==> src/rtl/pc_ctrl.sv <==
// Fetch sequencer: owns the PC, drives the imem handshake, handles redirects/traps
// and holds fetched instructions for decode. Optional fetch timeout: PC_CTRL_TIMEOUT_EN.
module pc_ctrl #(
  parameter logic [31:0] RESET_VECTOR = 32'h0000_0000,
  parameter logic [31:0] TRAP_VECTOR  = 32'h0000_0100,
  parameter int unsigned MAX_WAIT     = 15
) (
  input  logic        clk,
  input  logic        reset,
  output logic        imem_req,
  output logic [31:0] imem_addr,
  input  logic        imem_ready,
  input  logic [31:0] imem_rdata,
  output logic        instr_valid,
  output logic [31:0] instr,
  output logic [31:0] instr_pc,
  input  logic        stall,
  input  logic        redirect_valid,
  input  logic [31:0] redirect_target,
  output logic        trap_valid,
  output logic [1:0]  trap_cause,
  output logic [31:0] trap_pc,
  output logic [31:0] curr_pc
);

  localparam int unsigned XLEN    = 32;
  localparam int unsigned CAUSE_W = 2;
  localparam logic [CAUSE_W-1:0] CAUSE_NONE    = CAUSE_W'(0);
  localparam logic [CAUSE_W-1:0] CAUSE_MISALIGN = CAUSE_W'(1);
  localparam logic [CAUSE_W-1:0] CAUSE_TIMEOUT  = CAUSE_W'(2);

  if (MAX_WAIT < 1 || MAX_WAIT > 255) begin : g_bad_max_wait
    $error("pc_ctrl: MAX_WAIT out of range 1..255");
  end

  typedef enum logic [1:0] {
    ST_RST   = 2'd0,
    ST_FETCH = 2'd1,
    ST_TRAP  = 2'd2
  } state_e;

  state_e             state_q, state_d;
  logic [XLEN-1:0]    curr_pc_q, curr_pc_d;
  logic               busy_q, busy_d;
  logic               pend_valid_q, pend_valid_d;
  logic [XLEN-1:0]    pend_pc_q, pend_pc_d;
  logic               instr_valid_q, instr_valid_d;
  logic [XLEN-1:0]    instr_q, instr_d;
  logic [XLEN-1:0]    instr_pc_q, instr_pc_d;
  logic               trap_valid_q, trap_valid_d;
  logic [CAUSE_W-1:0] trap_cause_q, trap_cause_d;
  logic [XLEN-1:0]    trap_pc_q, trap_pc_d;
  logic               timeout_c;
  logic               accept_c;
  logic               waiting_c;

  // Request holds while a fetch is in flight so addr/req stay stable until ready.
  assign imem_req  = (state_q == ST_FETCH) && (busy_q || !instr_valid_q || !stall);
  assign imem_addr = curr_pc_q;
  assign accept_c  = imem_req && imem_ready;
  assign waiting_c = imem_req && !imem_ready;

`ifdef PC_CTRL_TIMEOUT_EN
  localparam int unsigned WAIT_W = 8;
  localparam logic [WAIT_W-1:0] WAIT_LAST = WAIT_W'(MAX_WAIT - 1);

  logic [WAIT_W-1:0] wait_q;

  assign timeout_c = (state_q == ST_FETCH) && waiting_c && (wait_q == WAIT_LAST);

  // Counts consecutive unanswered request cycles; any other FETCH event clears it.
  always_ff @(posedge clk or negedge reset) begin
    if (!reset) begin
      wait_q <= '0;
    end else if ((state_q == ST_FETCH) && waiting_c && !redirect_valid && !timeout_c) begin
      wait_q <= wait_q + WAIT_W'(1);
    end else begin
      wait_q <= '0;
    end
  end
`else
  assign timeout_c = 1'b0;
`endif

  // Next-state and registered-output logic.
  always_comb begin
    state_d       = state_q;
    curr_pc_d     = curr_pc_q;
    busy_d        = busy_q;
    pend_valid_d  = pend_valid_q;
    pend_pc_d     = pend_pc_q;
    instr_valid_d = instr_valid_q;
    instr_d       = instr_q;
    instr_pc_d    = instr_pc_q;
    trap_valid_d  = 1'b0;
    trap_cause_d  = CAUSE_NONE;
    trap_pc_d     = trap_pc_q;

    unique case (state_q)
      ST_RST: begin
        state_d = ST_FETCH;
      end

      ST_FETCH: begin
        if (instr_valid_q && !stall) begin
          instr_valid_d = 1'b0;
        end

        if (redirect_valid) begin
          instr_valid_d = 1'b0;
          if (redirect_target[1:0] != 2'b00) begin
            state_d      = ST_TRAP;
            trap_valid_d = 1'b1;
            trap_cause_d = CAUSE_MISALIGN;
            trap_pc_d    = redirect_target;
            pend_valid_d = 1'b0;
            busy_d       = 1'b0;
          end else if (waiting_c) begin
            // Keep the in-flight address; retarget once the response drains.
            pend_valid_d = 1'b1;
            pend_pc_d    = redirect_target;
            busy_d       = 1'b1;
          end else begin
            curr_pc_d    = redirect_target;
            pend_valid_d = 1'b0;
            busy_d       = 1'b0;
          end
        end else if (accept_c) begin
          busy_d = 1'b0;
          if (pend_valid_q) begin
            curr_pc_d    = pend_pc_q;
            pend_valid_d = 1'b0;
          end else begin
            instr_d       = imem_rdata;
            instr_pc_d    = curr_pc_q;
            instr_valid_d = 1'b1;
            curr_pc_d     = curr_pc_q + XLEN'(4);
          end
        end else if (timeout_c) begin
          state_d       = ST_TRAP;
          trap_valid_d  = 1'b1;
          trap_cause_d  = CAUSE_TIMEOUT;
          trap_pc_d     = curr_pc_q;
          instr_valid_d = 1'b0;
          pend_valid_d  = 1'b0;
          busy_d        = 1'b0;
        end else if (imem_req) begin
          busy_d = 1'b1;
        end
      end

      ST_TRAP: begin
        state_d       = ST_FETCH;
        curr_pc_d     = TRAP_VECTOR;
        pend_valid_d  = 1'b0;
        busy_d        = 1'b0;
        instr_valid_d = 1'b0;
      end

      default: begin
        state_d = ST_RST;
      end
    endcase
  end

  always_ff @(posedge clk or negedge reset) begin
    if (!reset) begin
      state_q       <= ST_RST;
      curr_pc_q     <= RESET_VECTOR;
      busy_q        <= 1'b0;
      pend_valid_q  <= 1'b0;
      pend_pc_q     <= '0;
      instr_valid_q <= 1'b0;
      instr_q       <= '0;
      instr_pc_q    <= '0;
      trap_valid_q  <= 1'b0;
      trap_cause_q  <= CAUSE_NONE;
      trap_pc_q     <= '0;
    end else begin
      state_q       <= state_d;
      curr_pc_q     <= curr_pc_d;
      busy_q        <= busy_d;
      pend_valid_q  <= pend_valid_d;
      pend_pc_q     <= pend_pc_d;
      instr_valid_q <= instr_valid_d;
      instr_q       <= instr_d;
      instr_pc_q    <= instr_pc_d;
      trap_valid_q  <= trap_valid_d;
      trap_cause_q  <= trap_cause_d;
      trap_pc_q     <= trap_pc_d;
    end
  end

  assign curr_pc     = curr_pc_q;
  assign instr_valid = instr_valid_q;
  assign instr       = instr_q;
  assign instr_pc    = instr_pc_q;
  assign trap_valid  = trap_valid_q;
  assign trap_cause  = trap_cause_q;
  assign trap_pc     = trap_pc_q;

endmodule

==> config.mk <==
export PLATFORM = sky130hd
export DESIGN_NAME = pc_ctrl
export DESIGN_NICKNAME = d
export VERILOG_FILES = /design/src/rtl/pc_ctrl.sv
export SDC_FILE = /design/constraint.sdc
export NUM_CORES = 1
export LEC_CHECK = 0
export ABC_AREA = 1
export ABC_CLOCK_PERIOD_IN_PS = 4800
export CORE_MARGIN = 3
export CORE_UTILIZATION = 69
export CTS_CLUSTER_SIZE = 20
export DETAILED_ROUTE_END_ITERATION = 16
export DONT_BUFFER_PORTS = 1
export PLACE_DENSITY_LB_ADDON = 0.2
export SETUP_SLACK_MARGIN = 0.05
export SYNTH_ARGS = -nofsm -noshare
export SYNTH_HDL_FRONTEND = slang
export SYNTH_SLANG_ARGS = --single-unit
==> constraint.sdc <==
create_clock -name clk -period 4.8 [get_ports clk]
set_clock_uncertainty 0.15 [all_clocks]
set_input_delay 0.48 -clock clk [delete_from_list [all_inputs] [get_ports clk]]
set_output_delay 0.48 -clock clk [all_outputs]
set_load 0.02 [all_outputs]
==> impl_results.md, run 1 <==
- WL per Instance: 18.2 µm
- Most common cell in the netlist: nand2_1
- Chip Width: 114 µm
- Top Usage Layer GRT: met2
- Worst Setup Start Kind: register
- Clk buf depth: 2
- Initial antenna violation count: 0
- Synth top area share: 51.6%
- Port Buf Inserts: 0
- Routed Antenna Nets: 0
- Area after DPL: 7770 µm²
- Top-level I/O count: 234
- Delay-heaviest family, CP: simple AND/OR/NAND/NOR gates
- CTS sink count: 166
- Drt pass-1 iters: 6
- NetSw: 3.09 mW
- Ys flop type: dfrtp_1
- Most instantiated cells after synthesis: nand2_1, dfrtp_1, inv_1
- Leak: 4.29 nW
- Die Y: 114 µm
- Final non-filler cell total: 1100
- Final instance area: 8430 µm²
- Met1 Usage GRT: 42.2%
- Min-delay src: redirect_target[14]
- Buf+Inv Stages, Crit Path: 3
- Worst hold path depth: 2
- Slew HR: 33.3%
- TritonCTS clock tree: yes
- Reg power frac: 52.1%
- Worst Max-Slew Pin Slew: 0.998 ns
- Hold WS: 0.0109 ns
- Share of the yosys chip area belonging to registers: 51.6%
- Core area: 11100 µm²
- Total congestion overflow: 0
- Post-DP HPWL: 14100 µm
- YS warnings: 0
- Total Wirelength: 20100 µm
- Fillers: 790
- Met2 usage: 50.1%
- Crit-path max cell delay: 0.71 ns
- Die area: 13000 µm²
- Post-route setup TNS: 0 ns
- Synth async-reset ratio: 100%
- Crit path capture type: register
- Reg2Reg Launch Point: state_q[1]
- H-tree Lvls: 4
- Routed vias/inst: 5.83
- Initial Util: 72.3%
- DR iter-0 viols: 445
- Final period utilization: 61.2%
- Dpl cells: 1070
- Clock Power Share: 22.1%
- Total of max-cap violations: 0
- Pwr/cell area: 784 nW/µm²
- Min-Delay Path Class: in -> reg
- Ratio of cells with drive above 1 in the final layout: 6.15%
- Mapped Area: 8040 µm²
- Crit path cell chain: inv_1 > ha_1 > inv_2 > a21oi_4 > nand2_2 > nand2_2 > nor2_1 > inv_2 > nand2_1 > o21ai_0
- Synth cell types: 32
- R2R cell count: 10
- Routed via count: 6410
- Final Hold Vio Count: 0
- Synth-to-layout area growth: 4.76%
- GRT Resource Usage Total: 31.7%
- NumNets Final: 1025
- RSZ-0062 raised after global routing: no
- Root Driver: clkbuf_16
- Clock-pin slew on the worst setup and hold paths: 0.06 ns
- First-pass GRT wire length: 32400 µm
- Row count: 38
- Internal: 3.52 mW
- WP data required: 4.94 ns
- DRC viols: 0
- Worst Hold End: trap_pc[14]
- Largest area contributor in the netlist: dfrtp_1
- Ranking of synthesized cells by area: dfrtp_1, nand2_1, inv_1
- Multi-input gate area: 3040 µm²
- Seq cells post-synth: 166
- Final Wtd Congestion: 0.905
- Switching Share: 46.7%
- Total CTS buffers: 17
- Fmax: 0.341 GHz
- Syn_nets: 1077
- Crit Path Class: reg -> reg
- Syn Area/Cell: 8.02 µm²
- Status: completed
- Crit path from: state_q[1]
- Resize count post-CTS: 0
- Maximum vdd ir drop: 0.490 mV
- Clock latency on the worst-skew pair: 0.42 ns
- WP data arrival: 3.07 ns
- Sequential cell area: 4150 µm²
- Flop2flop setup slack: 1.86 ns
- Cell count after synthesis: 1003
- Number of setup violations in the final report: 0
- Crit path max fanout: 23
- Final min period: 2.94 ns
- Pins Over Slew Limit: 0
- Post-synth EDFFs: 0
- Met3 global-route usage: 10.4%
- Gate power share: 25.7%
- CP max stage cell: nor2_1
- Vias in the first global route: 6365
- # diodes: 0
- Largest net degree at the start of global routing: 167
- Reg-to-reg endpoint: curr_pc[4]
## layer usage
metal | wire [µm] | vias up
li1 | - | 3010
met1 | 8140 | 3008
met2 | 9220 | 354
met3 | 2280 | 38
met4 | 438 | 0
met5 | 0 | -
## through the flow
stage | worst slack (ns) | total power [mW] | util (%)
6_report | 1.86 | 6.60 | 75.7
5_1_grt | 1.67 | 7.01 | 75.7
4_1_cts | 1.92 | 6.60 | 75.7
3_5_place_dp | 1.72 | 5.09 | 69.8
3_3_place_gp | 1.82 | 4.99 | 69.8
2_1_floorplan | 2.93 | 4.75 | -
## power groups by stage
stage / Clock, mW / Sequential [mW] / Combinational [mW]
finish: 1.46 / 3.44 / 1.70
global route: 1.53 / 3.52 / 1.96
CTS: 1.47 / 3.44 / 1.69
detailed placement: 0 / 3.46 / 1.63
global placement: 0 / 3.44 / 1.55
floorplan: 0 / 3.06 / 1.69
## how the worst max path moves through the flow
stage / end / slack, ns / cells after the start
2_1_floorplan: curr_pc[29] / 2.93 / 11
3_3_place_gp: instr[7] / 1.82 / 7
3_5_place_dp: instr[9] / 1.72 / 7
4_1_cts: pend_pc_q[3] / 1.92 / 9
5_1_grt: instr[6] / 1.67 / 8
6_report: curr_pc[4] / 1.86 / 10
## sequential cells by signal, summed over array words and instances (netlist names)
| register | cells |
|---|---|
| state_q | 2 |
| instr_pc | 32 |
| trap_pc | 32 |
| instr | 32 |
| pend_valid_q | 1 |
| busy_q | 1 |
| trap_cause | 1 |
| instr_valid | 1 |
| curr_pc | 32 |
| pend_pc_q | 32 |
## cell type report
type / count / share of cell area [%]
Multi-Input combinational cell: 660 / 36.1
Tap cell: 140 / 2.08
Sequential cell: 166 / 49.3
Clock buffer: 19 / 5.26
Clock inverter: 9 / 2.12
Timing Repair Buffer: 4 / 0.624
Inverter: 102 / 4.54
## cell usage in the layout (no fill, tap or decap), types with 3 or more instances in the layout
master / count
dfrtp_1: 166
nand4_1: 4
nand2_2: 6
inv_1: 96
nand2_1: 383
clkbuf_16: 17
nand3b_1: 4
nand3_1: 40
bufinv_16: 5
nor3_1: 20
a21oi_1: 6
ha_1: 5
xor2_1: 8
inv_2: 6
nor2_1: 35
o21ai_1: 69
nand2_4: 3
o21ai_0: 30
o22ai_1: 28
nor2_4: 9
## cells by family after synthesis
group	synth area share [%]
other	0.0466
and+or+nand+nor	26.5
DFF	51.6
buffers and inverters	10.7
xor gates and xnor gates	1.07
adders and majority gates	0.778
AOI/OAI and AO/OA	9.21
## worst reg2reg max path, cell delays in order, from the launching register on
cell and delay, ns:
dfrtp_1 0.36, inv_1 0.08, ha_1 0.27, inv_2 0.12, a21oi_4 0.08, nand2_2 0.14
nand2_2 0.26, nor2_1 0.72, inv_2 0.39, nand2_1 0.14, o21ai_0 0.09
## timing repair
item	4_1_cts	5_1_grt
hold buffers	2	0
hold endpoints to repair	166	0
setup buffers	0	0
Note: power is estimated with default switching activity, not from simulation.
==> run 2, diff against run 1 <==
Settings changed: ABC_CLOCK_PERIOD_IN_PS 4800 to 2900, CORE_UTILIZATION 69 to 64.
Clock period 4.8 ns to 2.9 ns, I/O delays scaled along.
==> run 2 against run 1 <==
  * The flow now finishes with violations (hold timing)
  * Wire length increased by 6.3%
  * Non-clock buffer count increased by 79
  * Via count increased by 3.8%
  * Register-to-register slack got worse by 1.4 ns
  * Largest cell class unchanged
  * Cell area increased by 9.9%
  * Critical path type unchanged
  * Final cell count increased by 10%
  * Critical path depth unchanged
==> impl_results.md, run 2 (synthesis gave the netlist of run 1 again) <==
- Status: complete, but fails checks
- Violated checks: hold timing
- Die area: 14000 µm² (+7.4%)
- CTS sink count: 166 (unchanged)
- Synth-to-layout area growth: 15.1%
- Switching Share: 45.4% (-1.3 points)
- Most frequent cells in the layout: nand2_1, dfrtp_1, inv_1
- Hold-fix buffers at CTS: 65 (+63)
- Final Hold Vio Count: 166 (+166)
- First-pass GRT wire length: 34400 µm (+6.0%)
- Crit path max fanout: 23 (unchanged)
- Post-DP HPWL: 13500 µm (-4.2%)
- Final instance area: 9260 µm² (+9.9%)
- Crit path capture type: register
- Clock-pin slew on the worst setup and hold paths: 0.06 ns (about the same)
- Root Driver: clkbuf_16
- WL per Instance: 17.6 µm (-3.5%)
- Tot Pwr: 11.2 mW (+69%)
- Internal: 6.09 mW (+73%)
- WP data required: 3.06 ns (-1.88 ns)
- DR iter-0 viols: 557 (+25%)
- Post-CTS Setup Bufs: 0 (unchanged)
- Number of setup violations in the final report: 0 (unchanged)
- Worst Max-Slew Pin Slew: 0.749 ns (-0.248 ns)
- Core area: 12200 µm² (+9.3%)
- Gate power share: 29.2% (+3.5 points)
- Hold WS: -0.588 ns (-0.599 ns)
- Flop2flop setup slack: 0.43 ns (-1.43 ns)
- Slew HR: 49.9% (+17 points)
- Routed via count: 6655 (+3.8%)
- Crit Path Class: reg -> reg
- Routed Antenna Nets: 0 (unchanged)
- Clk buf depth: 2 (unchanged)
- Fillers: 869 (+10%)
- Worst Setup Start Kind: register
- Fmax: 0.405 GHz (+19%)
- Dpl cells: 1114 (+4.1%)
- Routed vias/inst: 5.50 (-5.7%)
- Post-route setup TNS: 0 ns (unchanged)
- GRT Resource Usage Total: 31.2% (-0.49 points)
- TritonCTS clock tree: yes
- Reg2Reg Launch Point: state_q[1]
- Chip Width: 118 µm (+3.6%)
- Sequential cell area: 4150 µm² (unchanged)
- Leading cell type in the layout, fill and taps excluded: nand2_1
- Pins Over Slew Limit: 0 (unchanged)
- Clock latency on the worst-skew pair: 0.43 ns (about the same)
- Total Wirelength: 21300 µm (+6.3%)
- Dpl ws: 0.477 ns (-1.25 ns)
- Area after DPL: 7940 µm² (+2.2%)
- Crit-path max cell delay: 0.53 ns (-0.18 ns)
- CP max stage cell: nor2_1
- Top-level I/O count: 234 (unchanged)
- Ratio of cells with drive above 1 in the final layout: 7.48% (+1.3 points)
- Final min period: 2.47 ns (-0.468 ns)
- Final Util: 76.1% (+0.40 points)
- Final Wtd Congestion: 0.901 (-0.42%)
- NetSw: 5.07 mW (+64%)
- WP data arrival: 2.63 ns (-0.44 ns)
- Total of max-cap violations: 0 (unchanged)
- Final period utilization: 85.1% (+24 points)
- # diodes: 0 (unchanged)
- Drt pass-1 iters: 5 (-1)
- Clock Power Share: 22.7% (+0.6 points)
- Resize count post-CTS: 0 (unchanged)
- Crit path cell chain: inv_1 > ha_1 > inv_2 > a21oi_4 > nand2_2 > nand2_2 > nor2_1 > inv_2 > nand2_1 > nand2_1
- Die Y: 118 µm (+3.6%)
- Pwr/cell area: 1200 nW/µm² (+54%)
- DRC viols: 0 (unchanged)
- Total CTS buffers: 17 (unchanged)
- Initial antenna violation count: 0 (unchanged)
- RSZ-0062 raised after global routing: no
- Reg power frac: 48.0% (-4.1 points)
- Total congestion overflow: 0 (unchanged)
- Reg-to-reg endpoint: curr_pc[23]
- R2R cell count: 10 (unchanged)
- NumNets Final: 1104 (+7.7%)
- Initial Util: 66.1% (-6.2 points)
- Maximum vdd ir drop: 0.773 mV (+58%)
- Row count: 40 (+5.3%)
- H-tree Lvls: 4 (unchanged)
- Leak: 4.66 nW (+8.5%)
- Multi-input gate area: 3040 µm² (unchanged)
- Setup WS post-layout: 0.433 ns (-1.43 ns)
- Vias in the first global route: 6466 (+1.6%)
- Largest net degree at the start of global routing: 167 (unchanged)
- Final non-filler cell total: 1211 (+10%)
- Min-Delay Path Class: in -> async
- Port Buf Inserts: 0 (unchanged)
[run 2: cell types whose count changed in the layout (fill, tap and decap cells not counted)]
cell and change:
clkbuf_8 +3, dlygate4sd3_1 +64, inv_6 +1, buf_16 -1, buf_4 +15, buf_12 +1
clkinv_2 -1, clkinvlp_4 +1
[run 2: final cells by class]
type / count / share of cell area, %
Clock buffer: 22 / 5.23
Clock inverter: 10 / 2.05
Inverter: 102 / 4.13
Multi-Input combinational cell: 660 / 32.8
Sequential cell: 166 / 44.9
Tap cell: 168 / 2.27
Timing Repair Buffer: 83 / 8.62
[run 2: worst max-delay path by stage]
stage                from          end  slack (ns)  cells past startpoint
2_1_floorplan  state_q[1]  curr_pc[29]        1.03                     11
3_3_place_gp   state_q[0]   curr_pc[4]        0.56                      9
3_5_place_dp   state_q[1]   curr_pc[4]        0.48                     10
4_1_cts        state_q[1]  curr_pc[23]        0.46                     10
5_1_grt        state_q[1]   curr_pc[4]        0.14                     10
6_report       state_q[1]  curr_pc[23]        0.43                     10
[run 2: metal layers]
metal  global-route usage (%)  routed length, µm  vias up
met5                        0                  0        -
met4                     10.4                425        0
met3                     10.1               2150       34
met2                     47.0               9610      322
met1                     43.2               9140     3105
li1                         -                  -     3194
[run 2: power groups by stage]
stage,clock (mW),sequential [mW],combinational [mW]
6_report,2.54,5.36,3.26
5_1_grt,2.66,5.49,3.74
4_1_cts,2.57,5.33,3.23
3_5_place_dp,0,5.35,3.14
3_3_place_gp,0,5.34,3.02
2_1_floorplan,0,5.06,2.79
[run 2: worst max-delay path, delay by kind of cell, from the launching register on]
family                     cells  cell delay, ns
AOI/OAI and AO/OA              1            0.07
buffers and inverters          3            0.57
DFF                            1            0.36
and+or+nand+nor                5            0.94
adders and majority gates      1            0.27
==> run 3, diff against run 2 <==
Settings changed: GPL_TIMING_DRIVEN set to 0.
==> run 3 against run 2 <==
  * The run still ends with hold timing left
  * Via count grew 5.0%
  * Total power grew 1.5%
  * Clock power shrank 8.3%
  * Sequential cell count is the same
  * Critical endpoint is now instr[8]
  * Largest cell class unchanged
==> impl_results.md, run 3 (synthesis gave the netlist of run 1 again) <==
- Status: complete, but fails checks
- Violated checks: hold timing
- Final instance area: 9490 µm² (+2.5%)
- Top-level I/O count: 234 (unchanged)
- Worst Max-Slew Pin Slew: 0.513 ns (-0.236 ns)
- Fmax: 0.420 GHz (+3.6%)
- Total congestion overflow: 0 (unchanged)
- Post-DP HPWL: 15100 µm (+12%)
- H-tree Lvls: 4 (unchanged)
- GRT Resource Usage Total: 32.9% (+1.7 points)
- Port Buf Inserts: 0 (unchanged)
- Hold WS: -0.605 ns (-0.0168 ns)
- Core area: 12200 µm² (unchanged)
- DRC viols: 0 (unchanged)
- Die area: 14000 µm² (unchanged)
- Crit Path Class: reg -> reg
- Reg2Reg Launch Point: state_q[1]
- Root Driver: clkbuf_16
- Total of max-cap violations: 0 (unchanged)
- Final Wtd Congestion: 0.924 (+2.6%)
- Chip Width: 118 µm (unchanged)
- Largest net degree at the start of global routing: 167 (unchanged)
- Clk buf depth: 2 (unchanged)
- CTS sink count: 166 (unchanged)
- Slew HR: 65.8% (+16 points)
- Pins Over Slew Limit: 0 (unchanged)
- Crit-path max cell delay: 0.38 ns (-0.15 ns)
- Drt pass-1 iters: 5 (unchanged)
- Dpl ws: 0.602 ns (+0.125 ns)
- Number of setup violations in the final report: 0 (unchanged)
- Routed via count: 6990 (+5.0%)
- Setup WS post-layout: 0.518 ns (+0.0856 ns)
- DR iter-0 viols: 637 (+14%)
- Most frequent cells in the layout: nand2_1, dfrtp_1, inv_1
- R2R cell count: 9 (-1)
- Area after DPL: 8250 µm² (+4.0%)
- Pwr/cell area: 1190 nW/µm² (-0.90%)
- WL per Instance: 18.0 µm (+2.3%)
- TritonCTS clock tree: yes
- Clock-pin slew on the worst setup and hold paths: 0.07 ns (about the same)
- WP data required: 3.04 ns (-0.02 ns)
- RSZ-0062 raised after global routing: no
- Reg-to-reg endpoint: instr[8]
- Final non-filler cell total: 1266 (+4.5%)
- # diodes: 0 (unchanged)
- Vias in the first global route: 6695 (+3.5%)
- Crit path max fanout: 10 (-57%)
- Post-route setup TNS: 0 ns (unchanged)
- Fillers: 848 (-2.4%)
- Worst Setup Start Kind: register
- Die Y: 118 µm (unchanged)
- Post-CTS Setup Bufs: 0 (unchanged)
- Row count: 40 (unchanged)
- Leading cell type in the layout, fill and taps excluded: nand2_1
- Hold-fix buffers at CTS: 63 (-3.1%)
- Min-Delay Path Class: in -> async
- Final min period: 2.38 ns (-0.0856 ns)
- Final period utilization: 82.1% (-3.0 points)
- Initial Util: 66.1% (unchanged)
- Leak: 4.83 nW (+3.7%)
- Buf+Inv Stages, Crit Path: 4 (+1)
- Resize count post-CTS: 0 (unchanged)
- Initial antenna violation count: 0 (unchanged)
- Crit path capture type: register
- Most used cell, CP: buf_2
- Total CTS buffers: 17 (unchanged)
- Flop2flop setup slack: 0.52 ns (+0.09 ns)
- Dpl cells: 1171 (+5.1%)
- Synth-to-layout area growth: 17.9%
- First-pass GRT wire length: 36300 µm (+5.7%)
- Ratio of cells with drive above 1 in the final layout: 11.7% (+4.2 points)
- NumNets Final: 1159 (+5.0%)
- Maximum vdd ir drop: 0.644 mV (-17%)
- Routed vias/inst: 5.52 (+0.47%)
- Routed Antenna Nets: 0 (unchanged)
- Clock latency on the worst-skew pair: 0.43 ns (about the same)
- Crit path cell chain: inv_1 > ha_1 > inv_2 > a21oi_4 > nand3_1 > buf_2 > buf_2 > nand2_1 > o21ai_0
- Total Wirelength: 22800 µm (+7.0%)
- WP data arrival: 2.52 ns (-0.11 ns)
- CP max stage cell: dfrtp_1
- Delay-heaviest family, CP: buffers and inverters
- Final Hold Vio Count: 166 (unchanged)
==> run 3: cell count changes in the layout (fill, tap and decap cells not counted), moves of 2 or more <==
| cell | before | now |
|---|---|---|
| buf_2 | 0 | 26 |
| buf_4 | 17 | 40 |
| clkbuf_1 | 1 | 5 |
| clkinv_4 | 1 | 5 |
| inv_6 | 1 | 5 |
| bufinv_16 | 5 | 2 |
| clkbuf_8 | 4 | 1 |
| clkinvlp_4 | 3 | 0 |
| buf_1 | 0 | 2 |
| buf_6 | 0 | 2 |
| dlygate4sd3_1 | 65 | 63 |
==> run 3: final cells by class <==
cell class	count	area, µm²	area share [%]
sequential	166	4150	43.8
multi-input combinational	660	3030	31.9
timing repair buffer	63	631	6.65
buffer	75	479	5.05
clock buffer	18	439	4.63
inverter	102	383	4.04
tap	168	210	2.22
clock inverter	14	164	1.73
==> run 3: metrics by stage <==
| stage | hold slack [ns] | power (mW) | utilization [%] |
|---|---|---|---|
| 2_1_floorplan | -0.156 | 7.86 | - |
| 3_3_place_gp | -0.152 | 8.71 | 67.9 |
| 3_5_place_dp | -0.153 | 8.84 | 67.9 |
| 4_1_cts | -0.600 | 11.3 | 78.0 |
| 5_1_grt | -0.611 | 12.0 | 78.0 |
| 6_report | -0.605 | 11.3 | 78.0 |
==> run 3: worst max-delay path by stage <==
stage,startpoint,end,slack (ns),cells after the start
finish,state_q[1],instr[8],0.52,9
global route,state_q[1],instr[13],0.40,9
CTS,state_q[1],instr_pc[20],0.59,9
detailed placement,state_q[1],instr[8],0.60,9
global placement,state_q[1],instr[13],0.63,9
floorplan,state_q[1],curr_pc[29],1.03,11
==> run 3: report_power, final <==
group          switching (mW)  internal, mW  leakage [nW]
clock                    1.01          1.32         0.298
sequential               2.04          3.37          2.10
combinational            2.25          1.34          2.43
total                    5.30          6.03          4.83
==> run 3: layer usage <==
| metal | global-route usage, % | part of all wire (%) | up-vias |
|---|---|---|---|
| li1 | - | - | 3295 |
| met4 | 10.7 | 2.3 | 0 |
| met5 | 0 | 0 | - |
| met3 | 10.7 | 10 | 38 |
| met2 | 51.8 | 47 | 362 |
| met1 | 43.5 | 41 | 3295 |
